### src/rtl/pipeline_hazard_controller_pkg.sv
// rtl/pipeline_hazard_controller_pkg.sv - shared FSM encoding and constants for the hazard controller
package pipeline_ctrl_pkg;

  typedef enum logic [1:0] {
    RUN       = 2'd0,
    MD_WAIT   = 2'd1,
    EXC_DRAIN = 2'd2
  } ctrl_state_e;

  localparam logic [31:0] EXC_VECTOR_DEF = 32'h8000_0180;
  localparam logic [4:0]  REG_ZERO       = 5'd0;

endpackage

### src/rtl/pipeline_hazard_controller_if.sv
// rtl/pipeline_hazard_controller_if.sv - pipeline-to-hazard-controller signal bundle
// Optional HAZ_PERF_CNT_EN adds the STALL_CNT/FLUSH_CNT performance outputs.
interface pipeline_hazard_controller_if #(
  parameter int WIDTH_5  = 5,
  parameter int WIDTH_32 = 32
);
  logic [WIDTH_5-1:0]  RS_D;
  logic [WIDTH_5-1:0]  RT_D;
  logic [WIDTH_5-1:0]  RT_E;
  logic [WIDTH_5-1:0]  WRITE_REG_E;
  logic                MEM_TO_REG_E;
  logic                REG_WRITE_E;
  logic                BRANCH_D;
  logic                BRANCH_TAKEN_D;
  logic                MD_START_D;
  logic                MFHILO_D;
  logic                EXC_REQ_M;
  logic [WIDTH_32-1:0] EPC_M;
  logic                PC_EN;
  logic                EN_FD;
  logic                CLR_FD;
  logic                CLR_DE;
  logic                CLR_EM;
  logic                PC_SEL_EXC;
  logic [WIDTH_32-1:0] EXC_PC;
  logic [WIDTH_32-1:0] EPC;
  logic                MD_BUSY;
`ifdef HAZ_PERF_CNT_EN
  logic [31:0]         STALL_CNT;
  logic [31:0]         FLUSH_CNT;
`endif

  // master: the datapath driving stage information
  modport master (
    output RS_D, RT_D, RT_E, WRITE_REG_E, MEM_TO_REG_E, REG_WRITE_E,
           BRANCH_D, BRANCH_TAKEN_D, MD_START_D, MFHILO_D, EXC_REQ_M, EPC_M,
    input  PC_EN, EN_FD, CLR_FD, CLR_DE, CLR_EM, PC_SEL_EXC, EXC_PC, EPC, MD_BUSY
`ifdef HAZ_PERF_CNT_EN
    , input STALL_CNT, FLUSH_CNT
`endif
  );

  // slave: the hazard controller
  modport slave (
    input  RS_D, RT_D, RT_E, WRITE_REG_E, MEM_TO_REG_E, REG_WRITE_E,
           BRANCH_D, BRANCH_TAKEN_D, MD_START_D, MFHILO_D, EXC_REQ_M, EPC_M,
    output PC_EN, EN_FD, CLR_FD, CLR_DE, CLR_EM, PC_SEL_EXC, EXC_PC, EPC, MD_BUSY
`ifdef HAZ_PERF_CNT_EN
    , output STALL_CNT, FLUSH_CNT
`endif
  );
endinterface

### src/rtl/pipeline_hazard_controller_md_busy_counter.sv
// rtl/pipeline_hazard_controller_md_busy_counter.sv - mul/div busy-cycle counter with load/abort
module md_busy_counter #(
  parameter int MD_LAT = 4,
  localparam int CNT_W = $clog2(MD_LAT) + 1
) (
  input  logic clk,
  input  logic rst_n,
  input  logic load_i,
  input  logic abort_i,
  output logic done_o,
  output logic busy_o
);
  logic [CNT_W-1:0] md_cnt_q, md_cnt_d;
  logic             busy_q, busy_d;

  // abort wins over load so an exception always cancels the unit
  always_comb begin
    md_cnt_d = md_cnt_q;
    busy_d   = busy_q;
    if (abort_i) begin
      md_cnt_d = '0;
      busy_d   = 1'b0;
    end else if (load_i) begin
      md_cnt_d = CNT_W'(MD_LAT - 1);
      busy_d   = 1'b1;
    end else if (busy_q) begin
      if (md_cnt_q == '0) busy_d = 1'b0;
      else md_cnt_d = md_cnt_q - 1'b1;
    end
  end

  always_ff @(posedge clk) begin
    if (!rst_n) begin
      md_cnt_q <= '0;
      busy_q   <= 1'b0;
    end else begin
      md_cnt_q <= md_cnt_d;
      busy_q   <= busy_d;
    end
  end

  assign done_o = busy_q && (md_cnt_q == '0);
  assign busy_o = busy_q;
endmodule

### src/rtl/pipeline_hazard_controller.sv
// rtl/pipeline_hazard_controller.sv - load-use/branch/mul-div stall and exception flush control
// Optional HAZ_PERF_CNT_EN adds saturating stall/flush counters.
module pipeline_hazard_controller
  import pipeline_ctrl_pkg::*;
#(
  parameter int                   WIDTH_5    = 5,
  parameter int                   WIDTH_32   = 32,
  parameter int                   MD_LAT     = 4,
  parameter logic [WIDTH_32-1:0]  EXC_VECTOR = WIDTH_32'(EXC_VECTOR_DEF)
) (
  input  logic                          clk,
  input  logic                          rst_n,
  pipeline_hazard_controller_if.slave   bus
);
  localparam logic [WIDTH_5-1:0] ZERO = WIDTH_5'(REG_ZERO);

  ctrl_state_e         state_q, state_d;
  logic [WIDTH_32-1:0] epc_q, epc_d;
  logic lw_haz, br_haz, md_haz, stall, exc_take, br_flush;
  logic md_load, md_done, md_busy;
  logic pc_en, en_fd, clr_fd, clr_de, clr_em, pc_sel;

  assign lw_haz = bus.MEM_TO_REG_E && (bus.RT_E != ZERO) &&
                  ((bus.RT_E == bus.RS_D) || (bus.RT_E == bus.RT_D));
  assign br_haz = bus.BRANCH_D && bus.REG_WRITE_E && (bus.WRITE_REG_E != ZERO) &&
                  ((bus.WRITE_REG_E == bus.RS_D) || (bus.WRITE_REG_E == bus.RT_D));
  assign md_haz = (state_q == MD_WAIT) && (bus.MFHILO_D || bus.MD_START_D);
  assign stall  = lw_haz || br_haz || md_haz;

  // the drain cycle ignores a second exception from the flushed slot
  assign exc_take = rst_n && bus.EXC_REQ_M && (state_q != EXC_DRAIN);
  assign br_flush = rst_n && !exc_take && !stall && bus.BRANCH_D && bus.BRANCH_TAKEN_D;
  assign md_load  = rst_n && (state_q == RUN) && bus.MD_START_D && !stall && !exc_take;

  md_busy_counter #(.MD_LAT(MD_LAT)) u_md_cnt (
    .clk     (clk),
    .rst_n   (rst_n),
    .load_i  (md_load),
    .abort_i (exc_take),
    .done_o  (md_done),
    .busy_o  (md_busy)
  );

  always_comb begin
    state_d = state_q;
    epc_d   = epc_q;
    pc_en   = 1'b1;
    en_fd   = 1'b1;
    clr_fd  = 1'b0;
    clr_de  = 1'b0;
    clr_em  = 1'b0;
    pc_sel  = 1'b0;
    if (rst_n) begin
      if (exc_take) begin
        clr_fd = 1'b1;
        clr_de = 1'b1;
        clr_em = 1'b1;
        pc_sel = 1'b1;
      end else if (stall) begin
        pc_en  = 1'b0;
        en_fd  = 1'b0;
        clr_de = 1'b1;
      end else if (br_flush) begin
        clr_fd = 1'b1;
      end
      case (state_q)
        RUN:       if (exc_take) state_d = EXC_DRAIN;
                   else if (md_load) state_d = MD_WAIT;
        MD_WAIT:   if (exc_take) state_d = EXC_DRAIN;
                   else if (md_done) state_d = RUN;
        EXC_DRAIN: state_d = RUN;
        default:   state_d = RUN;
      endcase
      if (exc_take) epc_d = bus.EPC_M;
    end
  end

  always_ff @(posedge clk) begin
    if (!rst_n) begin
      state_q <= RUN;
      epc_q   <= '0;
    end else begin
      state_q <= state_d;
      epc_q   <= epc_d;
    end
  end

  assign bus.PC_EN      = pc_en;
  assign bus.EN_FD      = en_fd;
  assign bus.CLR_FD     = clr_fd;
  assign bus.CLR_DE     = clr_de;
  assign bus.CLR_EM     = clr_em;
  assign bus.PC_SEL_EXC = pc_sel;
  assign bus.EXC_PC     = EXC_VECTOR;
  assign bus.EPC        = epc_q;
  assign bus.MD_BUSY    = rst_n && md_busy;

`ifdef HAZ_PERF_CNT_EN
  logic [31:0] stall_cnt_q, flush_cnt_q;

  always_ff @(posedge clk) begin
    if (!rst_n) begin
      stall_cnt_q <= '0;
      flush_cnt_q <= '0;
    end else begin
      if (stall && !exc_take && (stall_cnt_q != '1)) stall_cnt_q <= stall_cnt_q + 1'b1;
      if ((exc_take || br_flush) && (flush_cnt_q != '1)) flush_cnt_q <= flush_cnt_q + 1'b1;
    end
  end

  assign bus.STALL_CNT = stall_cnt_q;
  assign bus.FLUSH_CNT = flush_cnt_q;
`endif
endmodule

### src/flat_wrapper.sv
// flat-port wrapper written by rule: the top's interface ports become plain ports
module pipeline_hazard_controller_flat import pipeline_ctrl_pkg::*;
#(
  parameter int                   WIDTH_5    = 5,
  parameter int                   WIDTH_32   = 32,
  parameter int                   MD_LAT     = 4,
  parameter logic [WIDTH_32-1:0]  EXC_VECTOR = WIDTH_32'(EXC_VECTOR_DEF)
)
  (clk, rst_n, bus_RS_D, bus_RT_D, bus_RT_E, bus_WRITE_REG_E, bus_MEM_TO_REG_E, bus_REG_WRITE_E, bus_BRANCH_D, bus_BRANCH_TAKEN_D, bus_MD_START_D, bus_MFHILO_D, bus_EXC_REQ_M, bus_EPC_M, bus_PC_EN, bus_EN_FD, bus_CLR_FD, bus_CLR_DE, bus_CLR_EM, bus_PC_SEL_EXC, bus_EXC_PC, bus_EPC, bus_MD_BUSY);
  pipeline_hazard_controller_if #(.WIDTH_5(WIDTH_5), .WIDTH_32(WIDTH_32)) bus_i ();
  input  logic clk;
  input  logic rst_n;
  input wire logic [$bits(bus_i.RS_D)-1:0] bus_RS_D;
  input wire logic [$bits(bus_i.RT_D)-1:0] bus_RT_D;
  input wire logic [$bits(bus_i.RT_E)-1:0] bus_RT_E;
  input wire logic [$bits(bus_i.WRITE_REG_E)-1:0] bus_WRITE_REG_E;
  input wire logic [$bits(bus_i.MEM_TO_REG_E)-1:0] bus_MEM_TO_REG_E;
  input wire logic [$bits(bus_i.REG_WRITE_E)-1:0] bus_REG_WRITE_E;
  input wire logic [$bits(bus_i.BRANCH_D)-1:0] bus_BRANCH_D;
  input wire logic [$bits(bus_i.BRANCH_TAKEN_D)-1:0] bus_BRANCH_TAKEN_D;
  input wire logic [$bits(bus_i.MD_START_D)-1:0] bus_MD_START_D;
  input wire logic [$bits(bus_i.MFHILO_D)-1:0] bus_MFHILO_D;
  input wire logic [$bits(bus_i.EXC_REQ_M)-1:0] bus_EXC_REQ_M;
  input wire logic [$bits(bus_i.EPC_M)-1:0] bus_EPC_M;
  output wire logic [$bits(bus_i.PC_EN)-1:0] bus_PC_EN;
  output wire logic [$bits(bus_i.EN_FD)-1:0] bus_EN_FD;
  output wire logic [$bits(bus_i.CLR_FD)-1:0] bus_CLR_FD;
  output wire logic [$bits(bus_i.CLR_DE)-1:0] bus_CLR_DE;
  output wire logic [$bits(bus_i.CLR_EM)-1:0] bus_CLR_EM;
  output wire logic [$bits(bus_i.PC_SEL_EXC)-1:0] bus_PC_SEL_EXC;
  output wire logic [$bits(bus_i.EXC_PC)-1:0] bus_EXC_PC;
  output wire logic [$bits(bus_i.EPC)-1:0] bus_EPC;
  output wire logic [$bits(bus_i.MD_BUSY)-1:0] bus_MD_BUSY;
  assign bus_i.RS_D = bus_RS_D;
  assign bus_i.RT_D = bus_RT_D;
  assign bus_i.RT_E = bus_RT_E;
  assign bus_i.WRITE_REG_E = bus_WRITE_REG_E;
  assign bus_i.MEM_TO_REG_E = bus_MEM_TO_REG_E;
  assign bus_i.REG_WRITE_E = bus_REG_WRITE_E;
  assign bus_i.BRANCH_D = bus_BRANCH_D;
  assign bus_i.BRANCH_TAKEN_D = bus_BRANCH_TAKEN_D;
  assign bus_i.MD_START_D = bus_MD_START_D;
  assign bus_i.MFHILO_D = bus_MFHILO_D;
  assign bus_i.EXC_REQ_M = bus_EXC_REQ_M;
  assign bus_i.EPC_M = bus_EPC_M;
  assign bus_PC_EN = bus_i.PC_EN;
  assign bus_EN_FD = bus_i.EN_FD;
  assign bus_CLR_FD = bus_i.CLR_FD;
  assign bus_CLR_DE = bus_i.CLR_DE;
  assign bus_CLR_EM = bus_i.CLR_EM;
  assign bus_PC_SEL_EXC = bus_i.PC_SEL_EXC;
  assign bus_EXC_PC = bus_i.EXC_PC;
  assign bus_EPC = bus_i.EPC;
  assign bus_MD_BUSY = bus_i.MD_BUSY;
  pipeline_hazard_controller #(.WIDTH_5(WIDTH_5), .WIDTH_32(WIDTH_32), .MD_LAT(MD_LAT), .EXC_VECTOR(EXC_VECTOR)) u_core (.clk(clk), .rst_n(rst_n), .bus(bus_i));
endmodule
### config.mk
export PLATFORM = sky130hd
export DESIGN_NAME = pipeline_hazard_controller_flat
export DESIGN_NICKNAME = d
export VERILOG_FILES = /design/src/rtl/pipeline_hazard_controller_pkg.sv /design/src/rtl/pipeline_hazard_controller_if.sv /design/src/rtl/pipeline_hazard_controller_md_busy_counter.sv /design/src/rtl/pipeline_hazard_controller.sv /design/src/flat_wrapper.sv
export SDC_FILE = /design/constraint.sdc
export NUM_CORES = 1
export LEC_CHECK = 0
export CORE_MARGIN = 2
export CORE_UTILIZATION = 37
export DETAILED_ROUTE_END_ITERATION = 6
export PLACE_DENSITY_LB_ADDON = 0.2
export SLEW_MARGIN = 25
export SYNTH_ARGS = -nofsm -noshare
export SYNTH_HDL_FRONTEND = slang
export SYNTH_HIERARCHICAL = 1
export SYNTH_SLANG_ARGS = --single-unit
### constraint.sdc
create_clock -name clk -period 2.37 [get_ports clk]
set_clock_uncertainty 0.15 [all_clocks]
set_input_delay 0.3555 -clock clk [delete_from_list [all_inputs] [get_ports clk]]
set_output_delay 0.3555 -clock clk [all_outputs]
set_load 0.02 [all_outputs]
# [After elaboration in Yosys (flattened, before gate mapping)]
# Cells that the tools add are included.
[word_totals] register_bits=38 inputBits=61 out_inout_bits=71 word_cells=75
[classes] add_sub_neg=1 eq_ne=9 muxes=23 bitwise_logic=2 reduce_logical=35
[op_table] cell="5-bit equality test" count=4
[op_table] cell="1-bit logical AND" count=18
[op_table] cell="1-bit 2-to-1 mux" count=15
[op_table] cell="2-bit 2-to-1 mux" count=7
[op_table] cell="5-bit nonzero test" count=2
[op_table] cell="3-bit by 1-bit inequality test with 1-bit output (second input constant)" count=2
[op_table] cell="2-bit AND reduction" count=3
[op_table] cell="1-bit logical OR" count=5
[op_table] cell="2-bit case mux with 2 select lines" count=1
[op_table] cell="3-bit zero test" count=1
[op_table] cell="3-bit OR reduction" count=1
[op_table] cell="3-bit by 1-bit subtractor with 3-bit output (second input constant)" count=1
[op_table] cell="2-bit by 1-bit equality test with 1-bit output (second input constant)" count=1
[op_table] cell="1-bit zero test" count=2
[op_table] cell="2-bit zero test" count=1
[op_table] cell="2-bit by 1-bit inequality test with 1-bit output (second input constant)" count=1
[op_table] cell="2-bit inequality test (second input constant)" count=1
[op_table] cell="1-bit inverter" count=2
[op_table] cell="2-bit nonzero test" count=1
[op_table] cell="2-bit OR reduction" count=1

# [Logic depth before layout (Yosys ltp)]
[logic_depth] word_depth=13 ltp_mapped=7 depth_no_buf=7

# [Modules after synthesis]
# The synthesis kept the hierarchy.
[modules_own_cells] module="pipeline_hazard_controller" n_inst=1 cells_each=231 area_each_um2=1850.5 seq_area_each_um2=680.7
[modules_own_cells] module="md_busy_counter" n_inst=1 cells_each=24 area_each_um2=231.5 seq_area_each_um2=80.1

# [Worst setup path after synthesis]
# No wires, ideal clock.
[synth_timing] path_type="input-to-output" from="in bus_WRITE_REG_E[1]" to="out bus_PC_EN" arrival_time_ps=1808 required_ps=1864 setup_slack_ps=56 stages=5 path_buffers=1 cell_sequence="or4_4 > o211ai_2 > o22ai_2 > o211ai_1 > buf_4"
[synth_between] elab_chain_cells=8 word_cells_on_any_way=11 cone_classes="eq/ne (2); mux (3); reduce/logical (6)"
[synth_rtl] element="from (decl)" line_no="flat_wrapper.sv:16" source="input wire logic [$bits(bus_i.WRITE_REG_E)-1:0] bus_WRITE_REG_E;"
[synth_rtl] element="5-bit equality test or 5-bit nonzero test (tied branches)" line_no="pipeline_hazard_controller.sv:26, pipeline_hazard_controller.sv:25"
[synth_rtl] element="1-bit logical OR or 1-bit logical AND (tied branches)" line_no="pipeline_hazard_controller.sv:26, pipeline_hazard_controller.sv:25"
[synth_rtl] element="1-bit logical AND *" line_no="pipeline_hazard_controller.sv:25" source="assign br_haz = bus.BRANCH_D && bus.REG_WRITE_E && (bus.WRITE_REG_E != ZERO) &&"
[synth_rtl] element="1-bit logical OR * (2 in series)" line_no="pipeline_hazard_controller.sv:28" source="assign stall = lw_haz || br_haz || md_haz;"
[synth_rtl] element="1-bit 2-to-1 mux * (3 in series)"
[synth_rtl] element="to (decl)" line_no="flat_wrapper.sv:25" source="output wire logic [$bits(bus_i.PC_EN)-1:0] bus_PC_EN;"
# Every way passes the cells marked *; elsewhere a longest branch is shown, timed or not.

# [Worst setup path after layout]
[layout_timing] from="in bus_RT_E[3]" to="out bus_CLR_DE"
[layout_between] elab_chain_cells=8 word_cells_on_any_way=11 cone_classes="eq/ne (2); mux (3); reduce/logical (6)"
[layout_rtl] element="from (decl)" line_no="flat_wrapper.sv:15" source="input wire logic [$bits(bus_i.RT_E)-1:0] bus_RT_E;"
[layout_rtl] element="5-bit equality test or 5-bit nonzero test (tied branches)" line_no="pipeline_hazard_controller.sv:24, pipeline_hazard_controller.sv:23"
[layout_rtl] element="1-bit logical OR or 1-bit logical AND (tied branches)" line_no="pipeline_hazard_controller.sv:24, pipeline_hazard_controller.sv:23"
[layout_rtl] element="1-bit logical AND *" line_no="pipeline_hazard_controller.sv:23" source="assign lw_haz = bus.MEM_TO_REG_E && (bus.RT_E != ZERO) &&"
[layout_rtl] element="1-bit logical OR * (2 in series)" line_no="pipeline_hazard_controller.sv:28"
[layout_rtl] element="1-bit 2-to-1 mux *" line_no="pipeline_hazard_controller.sv:59" source="end else if (stall) begin"
[layout_rtl] element="1-bit 2-to-1 mux *" line_no="pipeline_hazard_controller.sv:54" source="if (exc_take) begin"
[layout_rtl] element="1-bit 2-to-1 mux *" line_no="pipeline_hazard_controller.sv:53" source="if (rst_n) begin"
[layout_rtl] element="to (decl)" line_no="flat_wrapper.sv:28" source="output wire logic [$bits(bus_i.CLR_DE)-1:0] bus_CLR_DE;"
# Marks and branches as above.

==> key figures <==
Status
  – Status: completed

Floorplan
  – Die H: approximately 79 um
  – Standard-cell rows: 27
  – CORE AREA: 5470 um^2
  – Initial core utilization: 38.0%
  – I/O pins: 132
  – DIE AREA: 6240 um^2
  – Chip width: 79.0 um

Layout
  – Commonest cells after routing, fill and taps aside: clkdlybuf4s50_1 (73), nand2_1 (66), dfxtp_1 (38)
  – Antenna Cells: 0
  – Final core occ: 59.8%
  – Layout cells sized above 1: 14.1%
  – Area Overhead vs Synth: 57.1%
  – Commonest non-fill, non-tap cell in the layout: clkdlybuf4s50_1
  – Layout filler cell count: a little over 500
  – Nets: 431

Global route
  – Global route total overflow: 0
  – All-Layer GR Usage: between 15 and 20%
  – Initial antenna violation count: 0
  – Vias in the first global route: approximately 1900
  – First-pass GRT wire length: 8.25 mm
  – Largest net degree at the start of global routing: 33

Timing
  – Period minus WS final: 2.30 ns
  – Fmax: 435 MHz
  – Final setup viols: 0
  – Final worst-path cycle share: about 97%
  – Fin Hold WS: 0.303 ns
  – Hold Fails Final Rpt: 0
  – Max Slew Vio Count: 0

Synthesis
  – Async set or reset register ratio after synthesis: 0%
  – Yosys cell types: 36
  – Post-synth EDFFs: 0
  – Ys flop type: dfxtp_1
  – Mapped cell area: 2080 um^2
  – Syn_area_per_cell: between 8 and 9 um^2
  – Synth warnings: 6
  – Post-synthesis sequential area ratio: 36.5%
  – Post-synthesis cell count: approximately 260
  – Yosys reg bits: 38

Route
  – DRC Markers: 0
  – Initial DRT Pass Iterations: 4
  – Via count: 1929
  – Final WL: about 5.2 mm
  – First DRT Iteration DRCs: roughly 70
  – Vias/cell: 4.37
  – Avg WL per Cell: 11.8 um
  – Antenna Nets Post-Route: 0

Setup path
  – Critical path type: input port to output pin
  – Worst R2R Path Depth: 6
  – Count of buffer and inverter cells on the critical path: 2
  – Delay-heaviest family, CP: compound AO/OA/AOI/OAI gates
  – CP max FO: 5
  – Worst path cell trace: dlygate4sd2_1, or4_4, o21ai_4, o22ai_4, o31a_1, buf_6
  – Crit. End Element: output pin
  – Worst EP arrival: 1.79 ns
  – Startpoint types: input port
  – CP max stage delay: 0.49 ns
  – Stages on worst setup path: 6
  – Critical Path Slowest Stage Cell: or4_4
  – Worst endpoint required time: around 1.9 ns

Job
  – Maximum Capacitance Violations: 0

Placement
  – # port buffers: 99
  – DPL Wire Length: 3.98 mm
  – Placer Congestion: between 0.8 and 0.9

Clocking
  – Reg clk slew, reported paths: 0.08 ns
  – Later-pin clock latency in the skew report: 0.28 ns
  – CTS max path bufs: 2
  – H-tree Lvls: 2
  – CTS Buf Count: 5
  – Hold-fix buffers, CTS: 0
  – Clock Tree Root: clkbuf_8
  – CTS sink count: 38
  – CTS tree: yes

Power
  – Total power: about 1.6 mW
  – Peak VDD IR: between 0.2 and 0.3 mV
  – Pwr/cell area: 494 nW/um^2
  – Cell leakage power: 1.38 nW

Worst hold path
  – Worst Hold Path Cells: 2
  – Worst min-delay path category: flip-flop to flip-flop
==> registers in the layout, indices dropped and copies added, names as in the netlist <==
register	count
u_core/u_md_cnt/md_cnt_q	3
u_core/bus.EPC	32
u_core/u_md_cnt/busy_o	1
u_core/state_q	2
==> cell families (layout without fill, tap and decap cells) <==
| kind of cell | Yosys count | after routing | synth area share, % |
|---|---|---|---|
| mux | 1 | 1 | 0.481 |
| fa+ha+maj | 2 | 2 | 1.20 |
| other cells | 2 | 32 | 0.361 |
| compound gates | 46 | 46 | 17.1 |
| xor+xnor | 20 | 20 | 8.41 |
| simple gates | 95 | 95 | 20.6 |
| flops | 38 | 38 | 36.5 |
| buf+inv | 51 | 135 | 15.3 |
==> tightest hold or removal path, cell delays in order (launching register included) <==
cell and delay, ns:
dfxtp_1 0.31, nand2_1 0.05, a21boi_1 0.05
==> synth_stat cells, types with 2 or more instances <==
cell type / number / area [um^2]
nand2_1: 66 / 248
dfxtp_1: 38 / 761
buf_4: 34 / 255
xor2_1: 20 / 175
a21boi_0: 19 / 143
a21boi_1: 14 / 105
clkbuf_1: 10 / 37.5
nor2_1: 9 / 33.8
inv_1: 7 / 26.3
nor3_1: 7 / 35.0
o21ai_1: 3 / 15.0
conb_1: 2 / 7.51
ha_1: 2 / 25.0
nand3_1: 2 / 10.0
==> report_power, final <==
part / leakage [nW] / total, mW / internal (mW) / switching (mW)
clock network: 0.0472 / 0.463 / 0.234 / 0.229
logic: 1.02 / 0.459 / 0.221 / 0.237
registers: 0.312 / 0.694 / 0.675 / 0.0189
total: 1.38 / 1.62 / 1.13 / 0.485
==> through the flow <==
stage | instances | setup TNS, ns | worst slack (ns) | cell area [um^2]
final | 441 | 0 | 0.0714 | 3270
after global routing | 441 | -0.000215 | -0.000215 | 3270
after CTS | 441 | 0 | 0.00111 | 3240
after detailed placement | 433 | -3.12 | -0.651 | 3150
after global placement | 433 | -2.95 | -0.612 | 3150
after floorplan | 285 | 0 | 0.0564 | 2190
==> path summary, 6_finish.rpt <==
kind	slack [ns]	to	startpoint
worst max-delay path	0.07	bus_CLR_DE	bus_RT_E[3]
worst min-delay path	0.30	u_core/bus.EPC[1]$_SDFFE_PN0P_	u_core/bus.EPC[1]$_SDFFE_PN0P_
worst max register to register	0.79	u_core/u_md_cnt/md_cnt_q[0]$_SDFFE_PP0P_	u_core/state_q[1]$_SDFFE_PN0P_
worst min register to register	0.30	u_core/bus.EPC[1]$_SDFFE_PN0P_	u_core/bus.EPC[1]$_SDFFE_PN0P_
==> metal layers <==
layer / GRT usage [%] / vias up / routed length [um]
met3: 5.80 / 6 / 395
met4: 3.79 / 0 / 47
met2: 27.3 / 67 / 2540
li1: - / 986 / -
met1: 20.7 / 870 / 2220
met5: 0 / - / 0
==> final cells by class <==
type / count / area, um^2 / area share [%]
tap: 72 / 90.1 / 2.75
clock buffer: 6 / 82.6 / 2.52
timing repair buffer: 120 / 1120 / 34.2
sequential: 38 / 761 / 23.3
multi-input combinational: 196 / 1180 / 36.1
inverter: 7 / 26.3 / 0.803
clock inverter: 2 / 12.5 / 0.383
==> what timing repair did <==
item	CTS	global route
hold endpoints to repair	0	0
pin swaps	13	10
buffers inserted	0	0
gates resized for setup	53	9
setup endpoints to repair	6	4
Power figures use the tool's default switching activity.
